[src/rtl/ppbuf_pkg.sv]
// Shared types and helpers for the ping-pong buffer.
// Contents:
//   bank_state_t  per-bank lifecycle EMPTY -> FILLING -> FULL -> DRAINING
//   bank_idx()    joins bank select and in-bank address into a RAM address
package ppbuf_pkg;

  typedef enum logic [1:0] {
    EMPTY    = 2'd0,
    FILLING  = 2'd1,
    FULL     = 2'd2,
    DRAINING = 2'd3
  } bank_state_t;

  // {bank, addr}. The result is 32 bits wide; the caller narrows it to ADDR_W+1.
  function automatic logic [31:0] bank_idx(input logic        bank,
                                           input logic [30:0] addr,
                                           input int unsigned addr_w);
    bank_idx = (32'(bank) << addr_w) | {1'b0, addr};
  endfunction

endpackage

[src/rtl/ppbuf_ram.sv]
// Simple dual-port RAM holding both banks, 2*2**ADDR_W x DATA_W. It infers block RAM.
// The address MSB selects the bank. Contents are never reset.
// Ports:
//   clk    rising-edge clock
//   we     write enable;   waddr / wdata  write address / data
//   re     read enable;    raddr          read address
//   rdata  registered read data, 1-cycle latency; holds while re = 0
module ppbuf_ram
  import ppbuf_pkg::*;
#(
  parameter int unsigned DATA_W = 8,
  parameter int unsigned ADDR_W = 4
) (
  input  logic                clk,
  input  logic                we,
  input  logic [ADDR_W:0]     waddr,
  input  logic [DATA_W-1:0]   wdata,
  input  logic                re,
  input  logic [ADDR_W:0]     raddr,
  output logic [DATA_W-1:0]   rdata
);

  localparam int unsigned WORDS = 2 << ADDR_W;

  logic [DATA_W-1:0] mem [WORDS];

  // One write port and one read port. The two ports never address the same bank.
  always_ff @(posedge clk) begin
    if (we) begin
      mem[waddr] <= wdata;
    end
    if (re) begin
      rdata <= mem[raddr];
    end
  end

endmodule

[src/rtl/pingpong_buf.sv]
// Two-bank ping-pong buffer. The writer fills one bank while the reader drains the other.
// The banks swap roles when a bank commits or finishes draining.
// Optional feature: define PPBUF_PARTIAL_EN to let wr_last commit a bank early.
// Ports:
//   sys_clk, sys_rst    clock, asynchronous active-high reset
//   wr_valid/wr_ready   write handshake; wr_data word; wr_last early commit
//   rd_valid/rd_ready   read handshake; rd_data word; rd_last last word of bank
//   wr_bank, rd_bank    bank owned by the writer / reader
//   bank_full[1:0]      per-bank FULL or DRAINING flag
module pingpong_buf
  import ppbuf_pkg::*;
#(
  parameter int unsigned DATA_W = 8,
  parameter int unsigned ADDR_W = 4
) (
  input  logic              sys_clk,
  input  logic              sys_rst,
  input  logic              wr_valid,
  output logic              wr_ready,
  input  logic [DATA_W-1:0] wr_data,
  input  logic              wr_last,
  output logic              rd_valid,
  input  logic              rd_ready,
  output logic [DATA_W-1:0] rd_data,
  output logic              rd_last,
  output logic              wr_bank,
  output logic              rd_bank,
  output logic [1:0]        bank_full
);

  localparam int unsigned DEPTH  = 1 << ADDR_W;
  localparam int unsigned LEN_W  = ADDR_W + 1;
  localparam int unsigned RAM_AW = ADDR_W + 1;
  localparam logic [ADDR_W-1:0] LAST_ADDR = ADDR_W'(DEPTH - 1);

  bank_state_t         bank_q [2];
  bank_state_t         bank_n [2];
  logic [LEN_W-1:0]    len_q  [2];
  logic [LEN_W-1:0]    len_n  [2];
  logic [ADDR_W-1:0]   wr_addr_q, wr_addr_n;
  logic                wr_bank_n;
  logic [LEN_W-1:0]    rd_cnt_q, rd_cnt_n;
  logic                rd_bank_n;
  logic                s1_valid_q, s1_valid_n;
  logic                s1_last_q, s1_last_n;
  logic                rd_valid_n, rd_last_n;
  logic [DATA_W-1:0]   rd_data_n;
  logic                wr_ready_n;
  logic [1:0]          bank_full_n;

  logic                wr_fire;
  logic                wr_commit;
  logic                early_commit;
  logic                rd_advance;
  logic                rd_owns;
  logic                rd_issue;
  logic                rd_done;
  logic [RAM_AW-1:0]   ram_waddr;
  logic [RAM_AW-1:0]   ram_raddr;
  logic [DATA_W-1:0]   ram_q;

`ifdef PPBUF_PARTIAL_EN
  assign early_commit = wr_last;
`else
  logic wr_last_unused;
  assign wr_last_unused = wr_last;
  assign early_commit   = 1'b0;
`endif

  assign wr_fire = wr_valid & wr_ready;

  assign ram_waddr = RAM_AW'(bank_idx(wr_bank, 31'(wr_addr_q), ADDR_W));
  assign ram_raddr = RAM_AW'(bank_idx(rd_bank, 31'(rd_cnt_q[ADDR_W-1:0]), ADDR_W));

  ppbuf_ram #(
    .DATA_W (DATA_W),
    .ADDR_W (ADDR_W)
  ) u_ram (
    .clk   (sys_clk),
    .we    (wr_fire),
    .waddr (ram_waddr),
    .wdata (wr_data),
    .re    (rd_issue),
    .raddr (ram_raddr),
    .rdata (ram_q)
  );

  // Next-state logic for both bank FSMs, the writer, and the two-stage read pipeline.
  always_comb begin
    bank_n[0]   = bank_q[0];
    bank_n[1]   = bank_q[1];
    len_n[0]    = len_q[0];
    len_n[1]    = len_q[1];
    wr_addr_n   = wr_addr_q;
    wr_bank_n   = wr_bank;
    rd_cnt_n    = rd_cnt_q;
    rd_bank_n   = rd_bank;
    s1_valid_n  = s1_valid_q;
    s1_last_n   = s1_last_q;
    rd_valid_n  = rd_valid;
    rd_last_n   = rd_last;
    rd_data_n   = rd_data;
    wr_commit   = 1'b0;
    rd_advance  = 1'b0;
    rd_owns     = 1'b0;
    rd_issue    = 1'b0;
    rd_done     = 1'b0;
    wr_ready_n  = 1'b0;
    bank_full_n = 2'b00;

    // Writer: fill the current bank and commit on its last address or on an early commit.
    if (wr_fire) begin
      wr_commit = (wr_addr_q == LAST_ADDR) || early_commit;
      if (wr_commit) begin
        bank_n[wr_bank] = FULL;
        len_n[wr_bank]  = LEN_W'(wr_addr_q) + LEN_W'(1);
        wr_addr_n       = '0;
        wr_bank_n       = ~wr_bank;
      end else begin
        bank_n[wr_bank] = FILLING;
        wr_addr_n       = wr_addr_q + ADDR_W'(1);
      end
    end

    // Reader: the RAM output stage (s1) and the output register move together.
    // A read issues only when the output register will take what s1 holds now.
    rd_advance = !rd_valid || rd_ready;
    rd_owns    = (bank_q[rd_bank] == FULL) || (bank_q[rd_bank] == DRAINING);
    rd_issue   = rd_advance && rd_owns && (rd_cnt_q != len_q[rd_bank]);

    if (rd_issue) begin
      bank_n[rd_bank] = DRAINING;
      rd_cnt_n        = rd_cnt_q + LEN_W'(1);
    end

    if (rd_advance) begin
      rd_valid_n = s1_valid_q;
      rd_last_n  = s1_valid_q && s1_last_q;
      if (s1_valid_q) begin
        rd_data_n = ram_q;
      end
      s1_valid_n = rd_issue;
      s1_last_n  = rd_issue && ((rd_cnt_q + LEN_W'(1)) == len_q[rd_bank]);
    end

    // The bank is released when its last word leaves the output register.
    rd_done = rd_valid && rd_ready && rd_last;
    if (rd_done) begin
      bank_n[rd_bank] = EMPTY;
      rd_cnt_n        = '0;
      rd_bank_n       = ~rd_bank;
    end

    wr_ready_n     = (bank_n[wr_bank_n] == EMPTY) || (bank_n[wr_bank_n] == FILLING);
    bank_full_n[0] = (bank_n[0] == FULL) || (bank_n[0] == DRAINING);
    bank_full_n[1] = (bank_n[1] == FULL) || (bank_n[1] == DRAINING);
  end

  // State and output registers.
  always_ff @(posedge sys_clk or posedge sys_rst) begin
    if (sys_rst) begin
      bank_q[0]  <= EMPTY;
      bank_q[1]  <= EMPTY;
      len_q[0]   <= '0;
      len_q[1]   <= '0;
      wr_addr_q  <= '0;
      wr_bank    <= 1'b0;
      rd_cnt_q   <= '0;
      rd_bank    <= 1'b0;
      s1_valid_q <= 1'b0;
      s1_last_q  <= 1'b0;
      rd_valid   <= 1'b0;
      rd_last    <= 1'b0;
      rd_data    <= '0;
      wr_ready   <= 1'b1;
      bank_full  <= 2'b00;
    end else begin
      bank_q[0]  <= bank_n[0];
      bank_q[1]  <= bank_n[1];
      len_q[0]   <= len_n[0];
      len_q[1]   <= len_n[1];
      wr_addr_q  <= wr_addr_n;
      wr_bank    <= wr_bank_n;
      rd_cnt_q   <= rd_cnt_n;
      rd_bank    <= rd_bank_n;
      s1_valid_q <= s1_valid_n;
      s1_last_q  <= s1_last_n;
      rd_valid   <= rd_valid_n;
      rd_last    <= rd_last_n;
      rd_data    <= rd_data_n;
      wr_ready   <= wr_ready_n;
      bank_full  <= bank_full_n;
    end
  end

endmodule

[config.mk]
export PLATFORM = sky130hd
export DESIGN_NAME = pingpong_buf
export DESIGN_NICKNAME = d
export VERILOG_FILES = /design/src/rtl/ppbuf_pkg.sv /design/src/rtl/ppbuf_ram.sv /design/src/rtl/pingpong_buf.sv
export SDC_FILE = /design/constraint.sdc
export NUM_CORES = 1
export LEC_CHECK = 0
export CAP_MARGIN = 10
export CORE_UTILIZATION = 33
export CTS_CLUSTER_DIAMETER = 40
export DETAILED_ROUTE_END_ITERATION = 16
export MAX_ROUTING_LAYER = met4
export PLACE_DENSITY = 0.51
export SLEW_MARGIN = 0
export SYNTH_ARGS = -nofsm -noshare
export SYNTH_HDL_FRONTEND = slang
export SYNTH_SLANG_ARGS = --single-unit
[constraint.sdc]
create_clock -name sys_clk -period 2.9 [get_ports sys_clk]
set_clock_uncertainty 0.05 [all_clocks]
set_input_delay 0.58 -clock sys_clk [delete_from_list [all_inputs] [get_ports sys_clk]]
set_output_delay 0.58 -clock sys_clk [all_outputs]
set_load 0.01 [all_outputs]
==> metrics.cfg, run 1 <==
[place]
hpwl_mm=16.4
placed_cells=1121
portBuffers=26
place_congestion=0.783

[timing]
fmax_ghz=0.388
timing.slew.headroom_pct=54.2
min_period_ns=2.57
setup_viol=0
hold_violations=0
fin_crit_sh_pct=88.8
tightest_slew_ns=0.686
slew_viol_final=0
rsz0062_at_grt=no
finalSetupTns_ns=0

[setup_path]
cp_top_family=multiplexers
crit_arrival_ns=2.76
crit_chain=buf_4 > mux4_2 > mux4_2 > nand2_1 > nand2_1
path_buf_inv=1
rr_endpoint=u_ram.rdata[3]
required_ns=3.09
critical_path_class=reg2reg
worst_setup_path_start_kind=flop
reg2reg_setup_slack_ns=0.33
critPathMaxStageDelay_ns=0.61
critPathSlowestCell=mux4_2
reg2reg_from=rd_cnt_q[0]
reg2regPathDepth=5
end_kind=flop
cp_max_fo=21

[pwr]
p_per_area_mw_per_mm2=1010
swShare_pct=29.6
switchingPower_w=0.00434
combPwrFrac_pct=29.0
ir_drop_mv=0.405
seqPwrFrac_pct=37.9
power.share.clock_pct=33.1
internal_power_w=0.0103
power_w=0.0147
p_leak_nw=4.97

[clock_network]
cts_buffers=39
cts_num_sinks=301
cts_resized=0
clockBufferDepth=3
clk_latency_ns=0.51
ctsHoldBuffers=0
htree_num_levels=2
cts_tree=done
path_clk_slew_ns=0.05
postCtsSetupRepairBufs=0
root_buffer=clkbuf_16

[synth]
ys_ff_latch=301
synth.net_count=629
syn_avg_cell_area_um2=19.8
ys.flop_type=edfxtp_1
synth_cell_types=47
synth_area_leaders=edfxtp_1 (66%), mux4_2 (12%), dfrtp_1 (7.4%)
yosysTopAreaCell=edfxtp_1
synthTopCellsByCount=edfxtp_1 (264), mux4_2 (67), nand2_1 (47)
seq_area_frac_synth_pct=73.2
yosys_warnings=0
synth_edf_count=264
synth_most_common_cell=edfxtp_1
syn_inst=611
synth_top_area_share_pct=65.5
ys_async_sr_fraction_pct=12.3
netlist_area_mm2=0.0121

[floorplanning]
core-area_mm2=0.0358
die_w_um=193
dieArea_mm2=0.0374
start_util_pct=33.8
ios=28
dieHeight_um=193
rows=69

[final_layout]
final_cells=1190
area_delta_synth_final_pct=19.8
fillers=3117
layout.nets=719
antenna_cells=0
drive_above_1_share_pct=27.6

[detailed_routing]
vias_per_cell=5.01
ant_nets=0
drt_iter0_markers=678
drc=7
wire_per_inst_um=21.9
vias=5967
wl_mm=26.1
dr.pass1.iters=12

[global_route]
grt_max_degree=69
grtUsageTotal_pct=14.8
antenna_found_initial=0
grt_pass1_wl_mm=39.8
grt_pass1_vias=6297
grt-ovfl-total=0

[worst_hold_path]
min_to=len_q[4]
holdCritPathClass=reg2reg
hp-start=len_q[4]
min_path_cells=1

[outcome]
status=complete, but fails checks
violations=design-rule violations

[flow_run]
cap_violations=0

## cells in the final DEF (no fill, tap or decap), drive strengths merged, types with 4 or more instances in the layout
cell and n:
edfxtp 264, mux4 80, buf 52, nand2 47, clkbuf 45, nor2 40, dfrtp 36, clkdlybuf4s50 26
nand3 13, clkinv 12, o21ai 11, mux2i 10, mux2 9, inv 9, a21oi 8, xnor2 8
nand2b 7, bufinv 6, and2 5, ha 5, a21o 4
## cells by family (layout without fill, tap and decap cells)
family                     after synthesis  count (layout)  synth area share [%]
AOI/OAI and AO/OA                       31              31                  1.59
xor gates and xnor gates                12              12                  1.04
adders and majority gates                5               5                 0.517
buffers and inverters                   34             152                  1.70
DFF                                    301             301                  73.2
muxes                                   99              99                  17.0
and+or+nand+nor                        129             129                  4.97
## per-layer routing
| metal | global-route usage [%] | routed length (um) |
|---|---|---|
| met1 | 19.8 | 11800 |
| met2 | 23.0 | 12500 |
| met3 | 2.72 | 1180 |
| met4 | 4.47 | 580 |
| met5 | - | 0 |
## per-stage QoR
step                worst slack, ns  instance area [um^2]  hold slack (ns)  utilization [%]
finish                        0.326                 14500            0.417             40.5
global route                  0.252                 14500            0.434             40.5
CTS                           0.300                 14500            0.419             40.5
detailed placement            0.275                 13200            0.408             36.8
global placement              0.330                 13200            0.405             36.8
floorplan                     0.766                 12100            0.384                -
## state kept, by name (all words and copies together) (netlist names), 2 cells and up
signal and flops:
bank_full 2, rd_cnt_q 5, len_q 10, u_ram.rdata 8, u_ram.mem 256, wr_addr_q 4, rd_data 8
## worst max path at each step
stage	from	endpoint	slack, ns	cells after the start
finish	rd_cnt_q[0]	u_ram.rdata[3]	0.33	5
global route	rd_cnt_q[0]	u_ram.rdata[3]	0.25	5
detailed placement	wr_valid	u_ram.mem[6][4]	0.28	5
CTS	rd_cnt_q[0]	u_ram.rdata[3]	0.30	5
floorplan	rd_cnt_q[1]	u_ram.rdata[0]	0.77	6
global placement	wr_valid	u_ram.mem[0][4]	0.33	5
## cell type report
cell class | count | area [um^2] | share of cell area, %
multi-input combinational | 276 | 3040 | 21.0
timing repair buffer | 78 | 676 | 4.66
clock buffer | 45 | 1010 | 6.96
inverter | 5 | 18.8 | 0.129
sequential | 301 | 8860 | 61.1
clock inverter | 24 | 320 | 2.21
tap | 461 | 577 | 3.98
## power by group through the flow
| stage | clock (W) | combinational, W | sequential [W] |
|---|---|---|---|
| floorplan | 0 | 0.00299 | 0.00555 |
| global placement | 0 | 0.00427 | 0.00562 |
| detailed placement | 0 | 0.00433 | 0.00565 |
| CTS | 0.00496 | 0.00435 | 0.00556 |
| global route | 0.00513 | 0.00458 | 0.00562 |
| finish | 0.00486 | 0.00425 | 0.00556 |
Power figures use the tool's default switching activity.
==> inputs of run 2 (changes only) <==
--- a/config.mk
+++ b/config.mk
@@ -5,12 +5,13 @@
 export SDC_FILE = /design/constraint.sdc
 export NUM_CORES = 1
 export LEC_CHECK = 0
+export ABC_CLOCK_PERIOD_IN_PS = 2100
 export CAP_MARGIN = 10
 export CORE_UTILIZATION = 33
 export CTS_CLUSTER_DIAMETER = 40
 export DETAILED_ROUTE_END_ITERATION = 16
 export MAX_ROUTING_LAYER = met4
-export PLACE_DENSITY = 0.51
+export PLACE_DENSITY = 0.52
 export SLEW_MARGIN = 0
 export SYNTH_ARGS = -nofsm -noshare
 export SYNTH_HDL_FRONTEND = slang
==> constraint.sdc (replaced) <==
create_clock -name sys_clk -period 2.1 [get_ports sys_clk]
set_clock_uncertainty 0.05 [all_clocks]
set_input_delay 0.42 -clock sys_clk [delete_from_list [all_inputs] [get_ports sys_clk]]
set_output_delay 0.42 -clock sys_clk [all_outputs]
set_load 0.01 [all_outputs]
==> metrics.cfg, run 2 (same netlist as run 1, synthesis figures left out) <==
[clock_network]
clk_latency_ns=0.52  ; about the same
cts_buffers=40  ; +2.6%
cts_num_sinks=301  ; unchanged
root_buffer=clkbuf_16
htree_num_levels=2  ; unchanged
ctsHoldBuffers=0  ; unchanged
clockBufferDepth=3  ; unchanged
cts_tree=done
path_clk_slew_ns=0.06  ; about the same

[final_layout]
multi_input_comb_area_mm2=0.00307  ; +1.0%
utilization_pct=42.2  ; +1.8 points
regMostFlops=u_ram.mem
drive_above_1_share_pct=35.0  ; +7.4 points
stdcell_area_mm2=0.0151  ; +4.4%
final_common_cell=edfxtp_1
largest_registers=u_ram.mem (256), len_q (10)
largest_reg_flops=256  ; unchanged
layout_common_cells=edfxtp_1 (264), mux4_2 (76), buf_4 (74)
fillers=3066  ; -1.6%
register_area_mm2=0.00886  ; unchanged
antenna_cells=0  ; unchanged
area_delta_synth_final_pct=25.1
layout.nets=766  ; +6.5%

[setup_path]
reg2regPathDepth=6  ; +1
reg2reg_setup_slack_ns=-0.18  ; -0.51 ns
cp_max_fo=7  ; -67%
crit_end=u_ram.rdata[5]
required_ns=2.31  ; -0.78 ns
end_kind=flop
critical_path_class=reg2reg
reg2reg_from=rd_cnt_q[0]
worst_setup_path_start_kind=flop
critPathLaunch=rd_cnt_q[0]
rr_endpoint=u_ram.rdata[5]
crit_arrival_ns=2.49  ; -0.27 ns

[timing]
timing.slew.headroom_pct=68.3  ; +14 points
slew_viol_final=0  ; unchanged
setup_ws_ns=-0.182  ; -0.507 ns
fin_crit_sh_pct=109  ; +20 points
setup_viol=9  ; +9
hold_violations=0  ; unchanged
fmax_ghz=0.438  ; +13%
tightest_slew_ns=0.475  ; -0.211 ns
rsz0062_at_grt=yes
min_period_ns=2.28  ; -0.293 ns

[detailed_routing]
ant_nets=0  ; unchanged
vias_per_cell=5.00  ; -0.24%
wire_per_inst_um=22.0  ; +0.57%
dr.pass1.iters=13  ; +1
drc=4  ; -3
wl_mm=27.3  ; +4.6%
drt_iter0_markers=546  ; -19%
vias=6193  ; +3.8%

[place]
place_congestion=0.791  ; +0.94%
post_dp_cell_area_mm2=0.0135  ; +2.7%
portBuffers=26  ; unchanged
hpwl_mm=17.1  ; +4.0%

[pwr]
combPwrFrac_pct=33.4  ; +4.4 points
p_per_area_mw_per_mm2=1420  ; +40%
power_w=0.0214  ; +46%
power.share.clock_pct=30.7  ; -2.4 points
switchingPower_w=0.00644  ; +48%
ir_drop_mv=0.528  ; +30%
p_leak_nw=5.26  ; +5.8%
swShare_pct=30.0  ; +0.45 points
seqPwrFrac_pct=35.9  ; -2.0 points
internal_power_w=0.0150  ; +45%

[floorplanning]
core-area_mm2=0.0358  ; unchanged
rows=69  ; unchanged
start_util_pct=33.8  ; unchanged
ios=28  ; unchanged
dieHeight_um=193  ; unchanged
dieArea_mm2=0.0374  ; unchanged
die_w_um=193  ; unchanged

[flow_run]
cap_violations=0  ; unchanged

[global_route]
grt-ovfl-total=0  ; unchanged
grtUsageTotal_pct=14.9  ; +0.093 points
grt_pass1_vias=6444  ; +2.3%
grt_pass1_wl_mm=40.1  ; +0.94%
grt_max_degree=38  ; -45%
antenna_found_initial=0  ; unchanged

[outcome]
violations=design-rule violations, negative setup slack
status=complete, but fails checks

[worst_hold_path]
holdCritPathClass=in2async

## run 2: cell types whose count changed in the layout (fill, tap and decap cells not counted), moves of 4 or more
cell / change
mux4_1: -9
nand2_2: +4
buf_4: +24
bufinv_16: -4
buf_12: +13
clkbuf_16: +8
inv_8: +4
mux4_2: +9
nand2_1: -4
## run 2: worst min-delay path by stage
stage	start	to	slack (ns)	cells past startpoint
finish	sys_rst	s1_last_q	0.28	3
global route	sys_rst	s1_last_q	0.33	3
CTS	sys_rst	rd_data[4]	0.29	3
detailed placement	len_q[9]	len_q[9]	0.40	1
global placement	len_q[9]	len_q[9]	0.40	1
floorplan	len_q[9]	len_q[9]	0.38	1
## run 2: worst max-delay path: stages, from the launching register on
cell and delay [ns]:
dfrtp_4 0.47, buf_4 0.17, clkbuf_16 0.16, mux4_2 0.56, mux4_2 0.48, nand2_1 0.10, nand2_1 0.06
## run 2: routing by layer
layer	vias up	routed length, um	global-route usage (%)
li1	2736	-	-
met1	3234	12200	19.3
met2	171	13200	23.8
met3	52	1280	2.77
met4	0	674	4.71
met5	-	0	-
## run 2: what timing repair did
item / CTS / global route
setup endpoints to repair: 10 / 12
resized for setup: 4 / 19
gates cloned: 1 / 8
endpoints found under the hold margin: 0 / 0
setup buffers: 1 / 8
pin swaps: 2 / 3
## run 2: area by class of cell
| cell class | count | area share [%] |
|---|---|---|
| clock inverters | 26 | 1.64 |
| repair buffers | 124 | 8.58 |
| flip-flops and latches | 301 | 58.5 |
| inverters | 5 | 0.124 |
| well taps | 461 | 3.81 |
| multi-input cells | 276 | 20.3 |
| clock buffers | 45 | 7.01 |
## run 2: power by group through the flow
stage	combinational, W	clock, W	sequential, W
final	0.00717	0.00658	0.00770
after global routing	0.00766	0.00695	0.00778
after CTS	0.00662	0.00672	0.00769
after detailed placement	0.00650	0	0.00780
after global placement	0.00640	0	0.00776
after floorplan	0.00417	0	0.00766
## run 2: metrics by stage
step                cells  hold slack (ns)  TNS, ns  worst slack (ns)
floorplan             611            0.384  -0.0207          -0.00836
global placement     1151            0.403   -18.09            -0.212
detailed placement   1151            0.402   -23.17            -0.223
CTS                  1223            0.285    -1.62            -0.220
global route         1238            0.328    -2.04            -0.224
finish               1238            0.284    -1.44            -0.182
